File: config.mk
export PLATFORM = sky130hd
export DESIGN_NAME = cascaded_down_timer
export DESIGN_NICKNAME = d
export VERILOG_FILES = /design/src/rtl/cascaded_down_timer.sv
export SDC_FILE = /design/constraint.sdc
export NUM_CORES = 1
export LEC_CHECK = 0
export ABC_AREA = 1
export CAP_MARGIN = 20
export CORE_AREA = 3 3 56 58
export DETAILED_ROUTE_END_ITERATION = 16
export DIE_AREA = 0 0 59 61
export PLACE_DENSITY = 0.51
export RECOVER_POWER = 25
export REMOVE_ABC_BUFFERS = 1
export SLEW_MARGIN = 15
export SYNTH_ARGS = -nofsm -noshare
export SYNTH_HDL_FRONTEND = slang
export SYNTH_SLANG_ARGS = --single-unit
File: constraint.sdc
create_clock -name clk -period 1.4 [get_ports clk]
set_input_delay 0.35 -clock clk [delete_from_list [all_inputs] [get_ports clk]]
set_output_delay 0.35 -clock clk [all_outputs]
set_load 0.02 [all_outputs]
File: src/rtl/cascaded_down_timer.sv
// cascaded_down_timer
//  Loadable down-counting timer made of NUM_DIGITS cascaded DIGIT_W-bit digits
//  with a single-cycle borrow ripple. Counts a loaded value to zero, pulses done
//  on reaching zero and borrow on a decrement taken at zero.
//  Ports:
//   clk        rising-edge clock
//   rst        asynchronous reset, active-high
//   en         global enable; 0 freezes state and suppresses pulses
//   ld         load din (priority over decr)
//   decr       decrement request
//   din        load value (W bits)
//   count      current count (registered)
//   digit_brw  per-digit borrow-out of this cycle's decrement (registered)
//   borrow     pulse: decrement taken at count==0 (registered)
//   done       pulse: count reached 0 by decrement (registered)
//   zero       combinational count==0
module cascaded_down_timer #(
    parameter int unsigned DIGIT_W     = 2,
    parameter int unsigned NUM_DIGITS  = 3,
    parameter bit          AUTO_RELOAD = 1'b0
) (
    input  logic                          clk,
    input  logic                          rst,
    input  logic                          en,
    input  logic                          ld,
    input  logic                          decr,
    input  logic [DIGIT_W*NUM_DIGITS-1:0] din,
    output logic [DIGIT_W*NUM_DIGITS-1:0] count,
    output logic [NUM_DIGITS-1:0]         digit_brw,
    output logic                          borrow,
    output logic                          done,
    output logic                          zero
);

    localparam int unsigned W = DIGIT_W * NUM_DIGITS;

    typedef enum logic [1:0] {
        IDLE    = 2'd0,
        RUN     = 2'd1,
        EXPIRED = 2'd2
    } state_t;

    state_t              state, state_nxt;
    logic [W-1:0]        reload_val, reload_nxt;
    logic [W-1:0]        count_nxt;
    logic [NUM_DIGITS-1:0] brw_nxt;
    logic                borrow_nxt, done_nxt;

    logic [W-1:0]          dec_val;
    logic [NUM_DIGITS-1:0] dec_brw;

    // Borrow ripple: digit 0 always takes a borrow-in; each digit passes one on
    // only when it was zero (and therefore wraps).
    always_comb begin : dec_chain
        logic               b;
        logic [DIGIT_W-1:0] d;
        dec_val = '0;
        dec_brw = '0;
        b       = 1'b1;
        d       = '0;
        for (int i = 0; i < int'(NUM_DIGITS); i++) begin
            d = count[i*DIGIT_W +: DIGIT_W];
            dec_val[i*DIGIT_W +: DIGIT_W] = d - DIGIT_W'(b);
            dec_brw[i] = b && (d == '0);
            b = dec_brw[i];
        end
    end

    // Next state, next count and next pulse values.
    always_comb begin
        state_nxt  = state;
        count_nxt  = count;
        reload_nxt = reload_val;
        brw_nxt    = '0;
        borrow_nxt = 1'b0;
        done_nxt   = 1'b0;
        if (en) begin
            if (ld) begin
                count_nxt  = din;
                reload_nxt = din;
                state_nxt  = (din != '0) ? RUN : EXPIRED;
            end else if (decr) begin
                case (state)
                    IDLE: begin
                    end
                    RUN: begin
                        count_nxt = dec_val;
                        brw_nxt   = dec_brw;
                        if (count == W'(1)) begin
                            state_nxt = EXPIRED;
                            done_nxt  = 1'b1;
                        end
                    end
                    EXPIRED: begin
                        borrow_nxt = 1'b1;
                        brw_nxt    = '1;
                        if (AUTO_RELOAD) begin
                            count_nxt = reload_val;
                            if (reload_val != '0) begin
                                state_nxt = RUN;
                            end else begin
                                done_nxt = 1'b1;
                            end
                        end else begin
                            count_nxt = '1;
                            state_nxt = RUN;
                        end
                    end
                    default: state_nxt = IDLE;
                endcase
            end
        end
    end

    // State and output registers.
    always_ff @(posedge clk or posedge rst) begin
        if (rst) begin
            state      <= IDLE;
            count      <= '0;
            reload_val <= '0;
            digit_brw  <= '0;
            borrow     <= 1'b0;
            done       <= 1'b0;
        end else begin
            state      <= state_nxt;
            count      <= count_nxt;
            reload_val <= reload_nxt;
            digit_brw  <= brw_nxt;
            borrow     <= borrow_nxt;
            done       <= done_nxt;
        end
    end

    assign zero = (count == '0);

endmodule

==> results of run 1 <==
## worst max path at each step
| stage | start | end | slack [ns] | depth (start not counted) |
|---|---|---|---|---|
| global route | count[2] | zero | -0.31 | 4 |
| floorplan | count[0] | zero | -0.41 | 4 |
| detailed placement | count[1] | zero | -0.49 | 5 |
| global placement | count[1] | zero | -0.46 | 5 |
| CTS | count[1] | zero | -0.25 | 5 |
| finish | count[2] | zero | -0.21 | 4 |
## sequential cells by signal, indices dropped and copies added (netlist names)
register   count
done           1
digit_brw      3
state          2
borrow         1
count          6
## cell usage after synthesis
cell type | number | share of area [%]
nor2_1 | 13 | 6.1
o211ai_1 | 3 | 2.8
o21ai_0 | 8 | 5.0
nor2_4 | 1 | 1.4
nand2_4 | 2 | 2.8
nand2_1 | 17 | 7.9
o21a_1 | 1 | 0.93
inv_1 | 15 | 7.0
nor4_1 | 1 | 0.78
o21ai_2 | 4 | 4.4
nand3_1 | 4 | 2.5
nand2_2 | 2 | 1.6
a21oi_1 | 3 | 1.9
dfrtp_1 | 13 | 40
ha_1 | 8 | 12
inv_4 | 1 | 0.78
nor3_1 | 1 | 0.62
a31oi_1 | 1 | 0.78
## cell usage in the layout (no fill, tap or decap), types with 2 or more instances in the layout
cell	instances
nand2_1	14
buf_4	27
o21ai_2	4
inv_2	5
o21ai_1	3
nand2_2	5
clkbuf_4	3
a21oi_1	2
dlygate4sd2_1	5
ha_4	2
buf_6	3
clkdlybuf4s50_1	8
o21ai_0	5
buf_2	4
nand2_4	2
o211ai_1	3
clkbuf_1	2
ha_1	5
nand3_1	3
dfrtp_1	13
nor2_4	2
nor2_1	11
inv_1	10
## routing by layer
layer | vias up | routed length [microns]
met5 | - | 0
met4 | 0 | 31
met3 | 4 | 73
met2 | 14 | 1110
met1 | 394 | 913
li1 | 427 | -
## critical path: cells and delay by family (launching register included)
kind / cells / cell delay, ns
and+or+nand+nor: 2 / 0.35
buffers and inverters: 2 / 0.23
DFF: 1 / 0.40
## power by group through the flow
stage | clock network [mW] | registers (mW) | logic, mW
finish | 0.243 | 0.560 | 1.51
floorplan | 0 | 0.693 | 0.506
global placement | 0 | 0.549 | 1.31
CTS | 0.256 | 0.554 | 1.37
global route | 0.275 | 0.573 | 1.67
detailed placement | 0 | 0.556 | 1.33
## repair_timing
item | 4_1_cts | 5_1_grt
setup buffers | 3 | 4
pin swaps | 3 | 6
gates resized for setup | 44 | 19
setup endpoints to repair | 14 | 11
hold buffers | 0 | 0
gates cloned | 0 | 0
## final cells by class
cell class                      instances  area [sq um]  area share [%]
Multi-Input combinational cell         69           477            35.7
Timing Repair Buffer                   50           407            30.4
Sequential cell                        13           325            24.3
Inverter                               16          62.6            4.68
Tap cell                               31          38.8            2.90
Clock buffer                            4          26.3            1.97
## logic make-up (layout without fill, tap and decap cells)
group,after synthesis,in the layout,share of synthesized area [%]
fa+ha+maj,8,8,12.4
compound gates,20,20,15.7
flops,13,13,40.4
buf+inv,16,70,7.78
simple gates,41,41,23.6
==> flow_metrics.env, run 1 <==
export IMPL_status="finished with violations"
export IMPL_violations="setup timing"
export IMPL_p_clk_share_pct=10.5
export IMPL_p_leak_nw=0.681
export IMPL_worstSetupEndpointType="primary output"
export IMPL_finalSetupTns_ns=-0.217
export IMPL_diodes=0
export IMPL_h_tree_depth=1
export IMPL_hold_depth=4
export IMPL_ios=23
export IMPL_ys_ff_latch=13
export IMPL_use_met1_pct=16.8
export IMPL_clk_latency_ns=0.28
export IMPL_cp_data_required_time_ns=1.05
export IMPL_met2_usage_pct=22.2
export IMPL_hold_end="borrow"
export IMPL_finalMaxSlewViolations=0
export IMPL_wl_mm=2.13
export IMPL_netlist_area_sq_um=805
export IMPL_crit_path_start_kind="flip-flop"
export IMPL_synth_cell_types=18
export IMPL_utilization_pct=49.3
export IMPL_clk_path_buf_depth=2
export IMPL_initial_core_util_pct=29.7
export IMPL_fill_cells=278
export IMPL_drive_gt1_share_pct=41.4
export IMPL_rsz0062_at_grt="true"
export IMPL_slew_headroom_pct=53.5
export IMPL_die_area_sq_um=3600
export IMPL_dpl_worst_slack_ns=-0.493
export IMPL_yosys_warnings=0
export IMPL_finalCritPeriodShare_pct=115
export IMPL_overflow=0
export IMPL_switchingPower_uw=985
export IMPL_grt_pass1_vias=800
export IMPL_switching_share_pct=42.5
export IMPL_setup_violations_final=2
export IMPL_detail_route_wl_per_cell_microns=11.7
export IMPL_avgSynthCellArea_sq_um=8.21
export IMPL_hp_start="ld"
export IMPL_coreArea_sq_um=2710
export IMPL_crit_fanout=2
export IMPL_yosysSeqAreaShare_pct=40.4
export IMPL_final_cells=183
export IMPL_syn_inst=98
export IMPL_place_congestion=0.745
export IMPL_cts_root_buf="clkbuf_4"
export IMPL_clock_skew_ns=0.00220
export IMPL_max_vdd_ir_drop_v=0.000865
export IMPL_drt_iter0_markers=13
export IMPL_timing_rr_end="count[5]"
export IMPL_grtUsageMet3_pct=3.19
export IMPL_grt_pass1_wl_mm=3.59
export IMPL_cp_cell_sequence="nor2_2, inv_2, nor4_2, buf_4"
export IMPL_grt_util_all_layers_pct=13.6
export IMPL_grt_antenna_before_repair=0
export IMPL_clk_pin_slew_worst_paths_ns=0.08
export IMPL_maxCapViolations=0
export IMPL_tritoncts="built"
export IMPL_min_path_type="in2reg"
export IMPL_path_class="reg2out"
export IMPL_fmax_mhz=619
export IMPL_grt_busiest_layer="met2"
export IMPL_power_internal_mw=1.33
export IMPL_grt_max_degree=14
export IMPL_worst_slack_ns=-0.215
export IMPL_drc_errors=0
export IMPL_tightest_slew_ns=0.698
export IMPL_clock_sinks=13
export IMPL_finalHoldViolCount=0
export IMPL_sequentialPowerShare_pct=24.2
export IMPL_r2r_slack_ns=0.02
export IMPL_syn_to_final_growth_pct=66.1
export IMPL_firstDrtPassIters=4
export IMPL_r2r_start="count[2]"
export IMPL_port_buffers=22
export IMPL_worst_path_max_delay_cell="dfrtp_1"
export IMPL_place_area_sq_um=1230
export IMPL_placedCellCount=173
export IMPL_power_mw=2.32
export IMPL_die_y_microns=61
export IMPL_holdWs_ns=0.516
export IMPL_rows=19
export IMPL_arrival_ns=1.26
export IMPL_p_comb_share_pct=65.3
export IMPL_layout_nets=172
export IMPL_cp_slowest_stage_delay_ns=0.40
export IMPL_die_w_microns=59
export IMPL_powerDensity_nw_per_um2=1730
export IMPL_cts_buffers=3
export IMPL_routed_via_density=4.58
export IMPL_finalCriticalPeriod_ns=1.61
export IMPL_hpwl_mm=1.65
export IMPL_fin_area_sq_um=1340
export IMPL_r2r_cells=8
export IMPL_ant_nets=0
export IMPL_num_vias=839
No activity file was read; power rests on OpenSTA's default activity.
==> run 2: changes to the inputs <==
ABC_AREA = default   (was 1)
CORE_AREA = 3 3 49 51   (was 3 3 56 58)
DIE_AREA = 0 0 52 54   (was 0 0 59 61)
PLACE_DENSITY = 0.68   (was 0.51)
==> flow_metrics.env, run 2 <==
export IMPL_finalCriticalPeriod_ns=1.73
export IMPL_clk_pin_slew_worst_paths_ns=0.09
export IMPL_die_y_microns=54
export IMPL_h_tree_depth=1
export IMPL_fmax_mhz=579
export IMPL_cts_root_buf="clkbuf_4"
export IMPL_die_w_microns=52
export IMPL_maxCapViolations=0
export IMPL_detail_route_wl_per_cell_microns=14.4
export IMPL_synthTopCellsByCount="dfrtp_1, inv_1, ha_1"
export IMPL_crit_fanout=2
export IMPL_p_clk_share_pct=8.1
export IMPL_clock_skew_ns=0.00818
export IMPL_fin_area_sq_um=1560
export IMPL_sequentialPowerShare_pct=20.1
export IMPL_min_path_type="reg2reg"
export IMPL_ant_nets=0
export IMPL_synth_cell_types=34
export IMPL_path_class="reg2out"
export IMPL_firstDrtPassIters=4
export IMPL_netlist_area_sq_um=846
export IMPL_overflow=0
export IMPL_powerDensity_nw_per_um2=1890
export IMPL_initial_core_util_pct=42.7
export IMPL_clk_path_buf_depth=2
export IMPL_drive_gt1_share_pct=54.5
export IMPL_grt_pass1_wl_mm=3.86
export IMPL_grt_antenna_before_repair=0
export IMPL_wl_mm=2.46
export IMPL_syn_inst=82
export IMPL_largest_reg_flops=6
export IMPL_synthFlopType="dfrtp_1"
export IMPL_grt_pass1_vias=851
export IMPL_status="finished with violations"
export IMPL_p_leak_nw=0.740
export IMPL_layout_common_cells="buf_4, dfrtp_1, buf_6, clkdlybuf4s50_1"
export IMPL_finalHoldViolCount=0
export IMPL_crit_path_start_kind="flip-flop"
export IMPL_top_register="count"
export IMPL_switchingPower_mw=1.14
export IMPL_ios=23
export IMPL_power_internal_mw=1.82
export IMPL_synth_top_area_cell="dfrtp_1"
export IMPL_worst_slack_ns=-0.328
export IMPL_cts_buffers=3
export IMPL_place_congestion=0.819
export IMPL_coreArea_sq_um=1980
export IMPL_avgSynthCellArea_sq_um=10.3
export IMPL_finalCritPeriodShare_pct=123
export IMPL_rsz0062_at_grt="true"
export IMPL_synth_top_area_share_pct=38.5
export IMPL_holdWs_ns=0.643
export IMPL_synth_edf_count=0
export IMPL_worstSetupEndpointType="primary output"
export IMPL_synth_async_reset_ratio_pct=100
export IMPL_utilization_pct=78.7
export IMPL_p_comb_share_pct=71.8
export IMPL_clock_sinks=13
export IMPL_place_area_sq_um=1280
export IMPL_biggestRegsByFlops="count x6, digit_brw x3, state x2"
export IMPL_routed_via_density=4.84
export IMPL_yosysSeqAreaShare_pct=38.5
export IMPL_diodes=0
export IMPL_fill_cells=127
export IMPL_drc_errors=0
export IMPL_num_vias=822
export IMPL_grt_util_all_layers_pct=19.6
export IMPL_finalMaxSlewViolations=0
export IMPL_violations="setup timing"
export IMPL_layout_nets=163
export IMPL_max_vdd_ir_drop_v=0.00109
export IMPL_tritoncts="built"
export IMPL_ys_ff_latch=13
export IMPL_cp_data_required_time_ns=1.05
export IMPL_grt_max_degree=14
export IMPL_switching_share_pct=38.5
export IMPL_cts_hold_fix_buffers=0
export IMPL_setup_violations_final=10
export IMPL_ys_top_cells_by_area="dfrtp_1, ha_1, mux2_4, inv_1, a21oi_1"
export IMPL_arrival_ns=1.38
export IMPL_syn_to_final_growth_pct=84.3
export IMPL_yosys_warnings=0
export IMPL_synth_most_common_cell="dfrtp_1"
export IMPL_slew_headroom_pct=53.0
export IMPL_die_area_sq_um=2810
export IMPL_clk_latency_ns=0.28
export IMPL_tightest_slew_ns=0.705
export IMPL_rows=16
export IMPL_final_common_cell="buf_4"
export IMPL_port_buffers=22
export IMPL_drt_iter0_markers=12
export IMPL_hpwl_mm=1.69
==> run 2: changes by cell type after synthesis, moves of 4 or more <==
cell / before / now
nor2b_1: 0 / 4
mux2_4: 0 / 5
o21ai_0: 8 / 1
inv_1: 15 / 10
o21ai_2: 4 / 0
nand2_1: 17 / 3
nand3_1: 4 / 0
nor2_1: 13 / 4
==> run 2: worst max-delay path, cell delays in order, from the launching register on <==
cell and delay [ns]:
dfrtp_1 0.40, nor4_2 0.31, buf_4 0.16, and2_4 0.12
buf_6 0.10
==> run 2: cell type report <==
class                      count  area (sq um)  share of cell area [%]
clock buffer                   4          26.3                    1.69
multi-input combinational     57           626                    40.1
timing repair buffer          59           510                    32.7
inverter                      10          37.5                    2.41
sequential                    13           325                    20.9
tap                           27          33.8                    2.17
==> run 2: path summary, 6_finish.rpt <==
| check | start | end | slack [ns] | depth (start not counted) |
|---|---|---|---|---|
| hold reg to reg | count[1] | count[1] | 0.64 | 2 |
| max in group asynchronous | rst | state[1] | 0.27 | 3 |
| hold / removal | count[1] | count[1] | 0.64 | 2 |
| setup reg to reg | count[1] | state[0] | -0.23 | 5 |
| min in group asynchronous | rst | count[2] | 0.68 | 3 |
| setup / recovery | count[3] | zero | -0.33 | 4 |
==> run 2: repair_timing <==
item / 4_1_cts / 5_1_grt
gates resized for setup: 73 / 12
setup buffers: 9 / 6
cloned: 0 / 0
pin swaps: 14 / 10
setup endpoints to repair: 20 / 10
==> run 2: logic make-up after synthesis <==
group / share of synthesized area (%)
AO/OA/AOI/OAI: 13.3
multiplexers: 10.1
buffers and inverters: 6.21
flip-flops: 38.5
AND/OR/NAND/NOR: 20.1
adder cells (fa/ha/maj): 11.8
==> run 2: metal layers <==
metal | vias to the layer above | wire, microns | GRT usage (%) | part of all wire [%]
met5 | - | 0 | 0 | 0
met4 | 0 | 38 | 10.5 | 1.5
met3 | 4 | 80 | 1.66 | 3.3
met2 | 18 | 1280 | 36.6 | 52
met1 | 383 | 1060 | 21.9 | 43
li1 | 417 | - | - | -
==> run 2: power groups by stage <==
stage / logic (mW) / clock network (mW) / registers (mW)
4_1_cts: 1.92 / 0.236 / 0.588
3_3_place_gp: 1.43 / 0 / 0.574
6_report: 2.12 / 0.238 / 0.593
5_1_grt: 2.29 / 0.266 / 0.605
2_1_floorplan: 0.604 / 0 / 0.715
3_5_place_dp: 1.47 / 0 / 0.582
==> run 2: per-stage QoR <==
stage	TNS, ns	instances	total power [mW]	setup WS [ns]
after floorplan	-1.83	80	1.32	-0.293
after global placement	-4.58	155	2.01	-0.565
after detailed placement	-4.95	155	2.06	-0.600
after CTS	-1.34	166	2.75	-0.337
after global routing	-2.01	170	3.16	-0.362
final	-1.62	170	2.95	-0.328
